$ cat config.mk
export PLATFORM = sky130hd
export DESIGN_NAME = bcd_serial_add_ctrl
export DESIGN_NICKNAME = d
export VERILOG_FILES = /design/src/rtl/bcd_serial_add_ctrl.sv
export SDC_FILE = /design/constraint.sdc
export NUM_CORES = 1
export LEC_CHECK = 0
export BUFFER_PORTS_ARGS = -buffer_cell sky130_fd_sc_hd__buf_2
export CAP_MARGIN = 20
export CORE_ASPECT_RATIO = 0.6
export CORE_MARGIN = 3
export CORE_UTILIZATION = 55
export CTS_CLUSTER_SIZE = 25
export DETAILED_ROUTE_END_ITERATION = 16
export PLACE_DENSITY = 0.81
export SYNTH_ARGS = -nofsm -noshare
export SYNTH_HDL_FRONTEND = slang
export SYNTH_SLANG_ARGS = --single-unit
$ cat constraint.sdc
create_clock -name clk -period 5.1 [get_ports clk]
set_clock_uncertainty 0.2 [all_clocks]
set_input_delay 0.765 -clock clk [delete_from_list [all_inputs] [get_ports clk]]
set_output_delay 0.765 -clock clk [all_outputs]
set_load 0.005 [all_outputs]
$ cat src/rtl/bcd_serial_add_ctrl.sv
// Serial BCD adder controller: one decimal digit per clock through a shared digit slice.
// Optional BCD_SUB_EN macro adds a sub port (nine's-complement subtraction).
module bcd_serial_add_ctrl #(
  parameter int DIGITS = 4
) (
  input  logic                clk,
  input  logic                rst_n,
  input  logic                in_valid,
  output logic                in_ready,
  input  logic [4*DIGITS-1:0] a,
  input  logic [4*DIGITS-1:0] b,
  input  logic                cin,
`ifdef BCD_SUB_EN
  input  logic                sub,
`endif
  output logic                out_valid,
  input  logic                out_ready,
  output logic [4*DIGITS-1:0] sum,
  output logic                cout,
  output logic                err,
  output logic [1:0]          state_dbg
);

  // Handshake: a transfer happens on a rising edge where valid && ready are both high.
  localparam int W     = 4 * DIGITS;
  localparam int IDX_W = (DIGITS > 1) ? $clog2(DIGITS) : 1;

  typedef enum logic [1:0] {
    S_IDLE = 2'd0,
    S_RUN  = 2'd1,
    S_DONE = 2'd2
  } state_t;

  state_t           state, state_nx;
  logic [W-1:0]     a_q, b_q;
  logic             carry;
  logic [IDX_W-1:0] idx;
  logic             sub_q;

  logic [3:0] a_dig [DIGITS];
  logic [3:0] b_dig [DIGITS];
  logic       bad;
  logic       last;
  logic       accept;
  logic       sub_in;
  logic [3:0] a_cur, b_cur, b_eff, digit;
  logic [4:0] t;
  logic       carry_nx;

`ifdef BCD_SUB_EN
  assign sub_in = sub;
`else
  assign sub_in = 1'b0;
`endif

  for (genvar g = 0; g < DIGITS; g++) begin : g_split
    assign a_dig[g] = a_q[4*g +: 4];
    assign b_dig[g] = b_q[4*g +: 4];
  end

  // The digit check runs on the captured operands, in the first RUN cycle.
  always_comb begin
    bad = 1'b0;
    for (int i = 0; i < DIGITS; i++) begin
      if (a_dig[i] > 4'd9 || b_dig[i] > 4'd9) bad = 1'b1;
    end
  end

  assign accept    = in_valid && in_ready;
  assign last      = (idx == IDX_W'(DIGITS - 1));
  assign in_ready  = (state == S_IDLE);
  assign out_valid = (state == S_DONE);
  assign state_dbg = state;

  // Shared digit slice with decimal correction.
  always_comb begin
    a_cur    = a_dig[idx];
    b_cur    = b_dig[idx];
    b_eff    = sub_q ? (4'd9 - b_cur) : b_cur;
    t        = {1'b0, a_cur} + {1'b0, b_eff} + {4'b0000, carry};
    digit    = t[3:0];
    carry_nx = 1'b0;
    if (t > 5'd9) begin
      digit    = t[3:0] + 4'd6;
      carry_nx = 1'b1;
    end
  end

  always_comb begin
    state_nx = state;
    case (state)
      S_IDLE: if (accept) state_nx = S_RUN;
      S_RUN:  if (bad || last) state_nx = S_DONE;
      S_DONE: if (out_ready) state_nx = S_IDLE;
      default: state_nx = S_IDLE;
    endcase
  end

  always_ff @(posedge clk or negedge rst_n) begin
    if (!rst_n) state <= S_IDLE;
    else        state <= state_nx;
  end

  always_ff @(posedge clk or negedge rst_n) begin
    if (!rst_n) begin
      a_q   <= '0;
      b_q   <= '0;
      sub_q <= 1'b0;
      carry <= 1'b0;
      idx   <= '0;
      sum   <= '0;
      cout  <= 1'b0;
      err   <= 1'b0;
    end else begin
      case (state)
        S_IDLE: begin
          if (accept) begin
            a_q   <= a;
            b_q   <= b;
            sub_q <= sub_in;
            carry <= sub_in ? 1'b1 : cin;
            idx   <= '0;
            sum   <= '0;
            cout  <= 1'b0;
            err   <= 1'b0;
          end
        end
        S_RUN: begin
          if (bad) begin
            err  <= 1'b1;
            sum  <= '0;
            cout <= 1'b0;
          end else begin
            for (int i = 0; i < DIGITS; i++) begin
              if (idx == IDX_W'(i)) sum[4*i +: 4] <= digit;
            end
            carry <= carry_nx;
            if (last) cout <= carry_nx;
            else      idx  <= idx + 1'b1;
          end
        end
        default: ;
      endcase
    end
  end

endmodule

After elaboration in Yosys (flattened, before gate mapping)
Index checks and enable logic that the tools add are counted.
Widths: inputs -> output; s select.
- add/subtract/negate cells: 4
- order comparisons: 10
- eq/ne operators: 15
- multiplexer cells: 36
- bitwise gates (word level): 1
- reduce and logical (&&, ||, !) cells: 18
- operators with widths (kind ; count):
    $mux 4 ; 9
    $gt 4x4->1 const B ; 8
    $mux 16 ; 2
    $pmux 16 s2 ; 1
    $reduce_and 3->1 ; 7
    $bmux 4 s2 ; 2
    $mux 2 ; 6
    $ne 3x3->1 const B ; 4
    $mux 1 ; 11
    $ne 2x2->1 const B ; 4
    $eq 2x2->1 const B ; 3
    $pmux 1 s2 ; 3
    $pmux 2 s3 ; 1
    $add 4x4->5 ; 1
    $add 5x1->5 ; 1
    $gt 5x4->1 const B ; 1
    $logic_or 1x1->1 ; 5
    $add 4x3->4 const B ; 1
    $eq 2x1->1 const B ; 2
    $logic_not 2->1 ; 2
    $ne 2x1->1 const B ; 2
    $pmux 2 s2 ; 1
    $reduce_and 4->1 ; 1
    $ge 3x3->1 const B ; 1
    other kinds (5) ; 5
- bits in registers: 55
- input port bits: 37
- output and inout port bits: 22
- word-level logic and storage cells: 95

Longest topological paths before layout
Gate-level depths: netlist of run 1.
- depth after elaboration: 11
- mapped depth: 12
- gate-level depth less buffers: 11

Least setup slack after synthesis of run 1
No wires, ideal clock.
- kind: reg2reg
- from: register idx[0]
- to: register sum[1]
- library setup time: 0.092 ns
- data arrival time: 3.358 ns
- required time: 4.808 ns
- setup slack: 1.450 ns
- stages on the path, launching flop included: 12
- path buffers: 1
- clock period less this slack: 3.650 ns
- path through: dfrtp_1 buf_2 mux4_2 fa_1 inv_1 fa_1 ha_1 a21boi_1 a31oi_1 a31oi_1 mux2_4 o31ai_2
- longest elaborated chain between the ends: 11
- elaborated cells between the ends (all ways): 18
- those cells by class: add/sub (3); order compare (1); eq/ne (1); mux (10); bitwise (1); reduce/logical (2)
- RTL lines (what ; RTL line ; source):
    from (decl) ; 37 ; logic [IDX_W-1:0] idx;
    from (signal assigned) ; 139 ; else idx <= idx + 1'b1;
    $not 2->3 (implied by the code) ; 77, 78 ;
    $bmux 4 s2 (on tied branches) ; 77, 78 ;
    $mux 4 (on tied branches) (2 in a row) ; 77, 78 ;
    $add 4x4->5 ; 80 ; t = {1'b0, a_cur} + {1'b0, b_eff} + {4'b0000, carry};
    $add 5x1->5 ; 80 ;
    $add 4x3->4 / $gt 5x4->1 (equally long branches) ; 84, 83 ;
    $mux 4 ; 83 ; if (t > 5'd9) begin
    $mux 4 ; 135 ; if (idx == IDX_W'(i)) sum[4*i +: 4] <= digit;
    $mux 16 ; 129 ; if (bad) begin
    $pmux 16 s2 ; 115 ; case (state)
    to (signal, indexed assignment) ; 135 ;
    to (decl) ; 18 ; output logic [4*DIGITS-1:0] sum,
Parallel ways exist; a longest one is shown, timed or not. The select of a mux whose other input is x is not followed.
A chain may end at the register's enable or synchronous reset.

Worst setup path after layout of run 1
Ends and elaborated chain as after synthesis.

==> results of run 1 <==
-- sequential cells by signal (all words and copies together) (netlist names) --
register   flops
a_q           16
b_q           16
carry          1
cout           1
err            1
idx            2
state_dbg      2
sum           16
-- report_power, final --
| part | switching [mW] | internal [mW] |
|---|---|---|
| logic | 0.937 | 0.690 |
| registers | 0.153 | 0.599 |
| clock network | 0.140 | 0.107 |
-- worst max-delay path: cells and delay by family (launching register included) --
kind                     cells  cell delay [ps]
AO/OA/AOI/OAI                4              830
adder cells (fa/ha/maj)      3             1240
buffers and inverters        1               90
flip-flops                   1              750
multiplexers                 2              940
-- kinds of logic (layout without fill, tap and decap cells) --
group                    after synthesis  after routing  share of synthesized area, %
AO/OA/AOI/OAI                         41             41                          11.5
flip-flops                            55             55                          48.3
AND/OR/NAND/NOR                      148            148                          21.9
buffers and inverters                 19             74                          2.99
XOR/XNOR                               1              1                         0.307
multiplexers                          16             16                          9.57
adder cells (fa/ha/maj)               11             11                          5.36
-- per-layer routing --
| layer | vias up | part of all wire [%] | wire length, um | global-route usage [%] |
|---|---|---|---|---|
| met2 | 94 | 42 | 2870 | 34.0 |
| li1 | 1104 | - | - | - |
| met3 | 16 | 7.5 | 507 | 5.57 |
| met4 | 0 | 1.3 | 91 | 6.42 |
| met1 | 1124 | 49 | 3300 | 35.4 |
| met5 | - | 0 | 0 | 0 |
-- cell type report --
class	count	area share (%)
sequential	55	41.9
multi-input combinational	217	42.3
clock buffer	6	2.51
clock inverter	1	0.152
inverter	6	0.685
timing repair buffer	61	10.1
tap	63	2.40
-- Yosys cell counts (3+ instances only) --
cell type  count
and3_1         3
mux4_2         8
nand3_1        7
nand2b_1       5
o21ai_1        9
a21oi_1        3
mux2_2         5
inv_1          6
o22ai_1        3
and2_1         3
clkbuf_1       9
nor2_1         6
ha_1           9
nand4_1        6
a22o_1         3
dfrtp_1       55
o31ai_2        3
nand2_1      112
-- stage by stage --
stage	area [um2]	utilization [%]	hold slack, ps
detailed placement	3170	66.4	263
global placement	3170	66.4	262
floorplan	2850	-	240
finish	3290	68.8	283
CTS	3260	68.2	288
global route	3290	68.8	318
-- worst paths after layout --
check                              startpoint                  end  slack, ps  cells after the start
setup / recovery           idx[0]$_DFFE_PN0P_   sum[1]$_DFFE_PN0P_        950                     10
min in group asynchronous               rst_n   b_q[4]$_DFFE_PN0P_        360                      2
max in group asynchronous               rst_n  a_q[15]$_DFFE_PN0P_       3890                      2
hold reg to reg            sum[3]$_DFFE_PN0P_   sum[3]$_DFFE_PN0P_        280                      1
setup reg to reg           idx[0]$_DFFE_PN0P_   sum[1]$_DFFE_PN0P_        950                     10
hold / removal             sum[3]$_DFFE_PN0P_   sum[3]$_DFFE_PN0P_        280                      1
==> metrics.csv, run 1 <==
metric,value,unit
setup_viol,0,
rsz0062_at_grt,false,
clk_latency,310,ps
required,5120,ps
critical_path_arrival,4170,ps
antenna_found_initial,0,
power.density,799,mW/mm2
io_pins,59,
synth-seq-cells,55,
critPathLaunchType,flip-flop,
cp-end-kind,flip-flop,
ff_latch_area,0.00138,mm2
slew_viol_final,0,
vias,2338,
fp-row-count,19,
cpPeakStageDelay,750,ps
finalPower,2.63,mW
dp_cells,401,
worst_pin_slew,772,ps
cts_hold_buf,0,
dieArea,0.00611,mm2
grt_pass1_vias,2219,
totalWireLength,6770,um
dp_hpwl,4860,um
synth_top_area_cell,dfrtp_1,
dieHeight,61.8,um
synth_edf_count,0,
h-tree-depth,2,
syn_nets,339,
yosys.area.top_type_share,48.3,%
syn_area,0.00285,mm2
drc,0,
drtIter0Drc,200,
cts_buffers,5,
clockRootBuffer,clkbuf_8,
initial_utilization,59.6,%
clk_pin_slew,90,ps
synth-async-reset-ratio,100,%
yosysSeqAreaShare,48.3,%
overflow,0,
cts_resized,0,
coreArea,0.00478,mm2
cp_cell_sequence,mux4_2 > fa_1 > inv_1 > fa_1 > ha_1 > a21boi_1 > a31oi_1 > a31oi_1 > mux2_4 > o31ai_2,
dr.pass1.iters,5,
min_period,4150,ps
final_cells,409,
post-route-period-util,81.3,%
setup_slack,954,ps
netlist_instances,291,
ant_nets,0,
routedWlPerCell,16.6,um
synth.distinct_cells,49,
tns,0,ps
fmax,0.241,GHz
cap_violations,0,
max-slew-margin-rel,48.2,%
port-buffer-count,58,
path_class,flip-flop to flip-flop,
max-vdd-ir-drop,0.520,mV
clk_path_buf_depth,2,
syn_to_final_growth,15.3,%
ys.flop_type,dfrtp_1,
status,"finished, final reports clean",
worst-path-max-fanout,13,
layout-drive-gt1-share,26.3,%
die_w,98.9,um
cts.sinks,55,
finalHoldViolCount,0,
syn_area_per_cell,9.79,um2
layout_commonest_cell,nand2_1,
synth_area_leaders,"dfrtp_1 48%, nand2_1 15%, mux4_2 6.3%",
multi_input_area,0.00139,mm2
leakagePower,1.72,nW
crit_slowest_cell,dfrtp_1,
vias_per_cell,5.72,
cts_tree,built,
antenna_cells,0,
hold_class,flip-flop to flip-flop,
grt_max_degree,56,
final_cell_mix,"112 x nand2_1, 58 x buf_2, 55 x dfrtp_1",
gp_congestion,0.854,
nFillCells,397,
ys_warn_count,0,
grt_pass1_wl,10900,um
fin_nets,394,
postCtsSetupRepairBufs,0,
preCtsSetupSlack,1050,ps
track_usage,23.3,%
No activity file was read; power rests on OpenSTA's default activity.
==> inputs of run 2 (changes only) <==
- CORE_UTILIZATION: 55 -> 49
- PLACE_DENSITY: 0.81 -> 0.76
- clock period: 5.1 -> 3.3 ns (I/O delays scaled with it)
==> run 2 against run 1 <==
The run now ends with negative setup slack left; critical path depth is the same; global-route usage shrank 0.39 points; sequential share of layout area down 2.9 points; cell count is 7.3% higher; first-iteration DRC count down 50%; die area grew 11%; critical path type unchanged; largest cell class unchanged.
==> metrics.csv, run 2 (synthesis results as in run 1) <==
metric,value,unit,change
status,"finished, violations left",,"was finished, final reports clean"
violations,negative setup slack,,
initial_utilization,53.5,%,was 59.6%
fin_nets,409,,was 394
die_w,104,um,was 98.9 um
grt_max_degree,34,,was 56
vias,2350,,was 2338
fp-row-count,20,,was 19
fmax,0.301,GHz,was 0.241 GHz
port-buffer-count,58,,unchanged
hold_end,a_q[9]$_DFFE_PN0P_,,was sum[3]$_DFFE_PN0P_
worst-path-max-fanout,4,,was 13
overflow,0,,unchanged
max-slew-margin-rel,65.1,%,was 48.2%
post-route-period-util,101,%,was 81.3%
cap_violations,0,,unchanged
path_class,flip-flop to flip-flop,,unchanged
min_period,3320,ps,was 4150 ps
top_layer,met4,,unchanged
antenna_cells,0,,unchanged
critical_path_arrival,3350,ps,was 4170 ps
slew_viol_final,0,,unchanged
layout-drive-gt1-share,32.6,%,was 26.3%
ant_nets,0,,unchanged
r2r_setup_slack,-20,ps,was 950 ps
worst_pin_slew,523,ps,was 772 ps
cts_tree,built,,unchanged
grt_pass1_vias,2410,,was 2219
setup_slack,-21.8,ps,was 954 ps
coreArea,0.00533,mm2,was 0.00478 mm2
cts.sinks,55,,unchanged
dp_hpwl,5290,um,was 4860 um
reg.largest.list,"a_q x16, b_q x16, sum x16",,unchanged
reg2reg_depth,10,,unchanged
totalWireLength,7160,um,was 6770 um
dieHeight,65.1,um,was 61.8 um
h-tree-depth,2,,unchanged
critPathLaunchType,flip-flop,,unchanged
wl_met2,3010,um,was 2870 um
drtIter0Drc,100,,was 200
vias_per_cell,5.35,,was 5.72
layout_commonest_cell,nand2_1,,unchanged
clk_pin_slew,100,ps,was 90 ps
fin_util,66.3,%,was 68.8%
rsz0062_at_grt,true,,was false
cts_buffers,5,,unchanged
routedWlPerCell,16.3,um,was 16.6 um
grt_pass1_wl,12200,um,was 10900 um
final_cell_mix,"112 x nand2_1, 58 x buf_2, 54 x dfrtp_1",,"was 112 x nand2_1, 58 x buf_2, 55 x dfrtp_1"
dr.pass1.iters,4,,was 5
wl_met1,3480,um,was 3300 um
syn_to_final_growth,24.0,%,was 15.3%
required,3330,ps,was 5120 ps
drc,0,,unchanged
gp_congestion,0.882,,was 0.854
cp-end-kind,flip-flop,,unchanged
hp-start,a[9],,was sum[3]$_DFFE_PN0P_
track_usage,22.9,%,was 23.3%
clk_latency,310,ps,about the same
clk_path_buf_depth,2,,unchanged
reg2reg_to,sum[1]$_DFFE_PN0P_,,unchanged
setup_viol,3,,was 0
dieArea,0.00680,mm2,was 0.00611 mm2
timing.rr.start,idx[0]$_DFFE_PN0P_,,unchanged
dr_wl_met3,604,um,was 507 um
antenna_found_initial,0,,unchanged
clockRootBuffer,clkbuf_8,,unchanged
io_pins,59,,unchanged
hold_class,primary input to flip-flop,,was flip-flop to flip-flop
finalHoldViolCount,0,,unchanged
holdPathStages,3,,was 1
==> run 2: cell count changes in the layout (fill, tap and decap cells not counted), sizes merged <==
cell	before	now
clkinv	1	0
dlygate4sd3	0	1
clkbuf	6	8
buf	61	75
==> run 2: final cells by class <==
class | instances | area (um2)
flip-flops and latches | 55 | 1380
multi-input cells | 217 | 1510
well taps | 77 | 96.3
clock buffers | 8 | 100
fillers | 453 | 1800
inverters | 6 | 22.5
repair buffers | 76 | 432
==> run 2: how the worst max path moves through the flow <==
stage,to,from,depth (start not counted),slack [ps]
after floorplan,sum[1]$_DFFE_PN0P_,idx[0]$_DFFE_PN0P_,11,-90
after global placement,sum[5]$_DFFE_PN0P_,idx[0]$_DFFE_PN0P_,10,10
after detailed placement,sum[1]$_DFFE_PN0P_,idx[0]$_DFFE_PN0P_,11,-80
after CTS,sum[9]$_DFFE_PN0P_,idx[0]$_DFFE_PN0P_,10,-20
after global routing,sum[3]$_DFFE_PN0P_,idx[0]$_DFFE_PN0P_,9,-140
final,sum[1]$_DFFE_PN0P_,idx[0]$_DFFE_PN0P_,10,-20
==> run 2: critical path, cell delays in order (launching register included) <==
cell      delay (ps)
dfrtp_2          420
mux4_2           530
fa_2             390
inv_2             70
fa_2             480
ha_4             190
a21boi_4         150
a31oi_4          210
a31oi_4          130
mux2_4           310
o31ai_2          170
==> run 2: metrics by stage <==
step | instances | setup TNS, ps | instance area, um2 | setup WS (ps) | hold slack (ps)
after CTS | 438 | -90.5 | 3500 | -24.8 | 164
final | 439 | -46.5 | 3530 | -21.8 | 163
after floorplan | 291 | -383 | 2900 | -92.4 | -0.591
after detailed placement | 426 | -210 | 3310 | -75.8 | 263
after global routing | 439 | -1160 | 3530 | -144 | 165
after global placement | 426 | 0 | 3310 | 12.7 | 264
==> run 2: routing by layer <==
metal / up-vias / track usage (%)
met3: 11 / 6.17
met5: - / 0
li1: 1134 / -
met1: 1119 / 34.2
met4: 0 / 4.15
met2: 86 / 33.8
==> run 2: repair_timing <==
item,4_1_cts,5_1_grt
gates resized for setup,9,4
pin swaps,9,6
setup buffers,3,1
setup endpoints to repair,8,14
hold endpoints to repair,22,0
hold buffers,1,0
Power of run 2 is not shown: default switching activity piles up to over one toggle a cycle in this logic, so the estimate is an artifact.
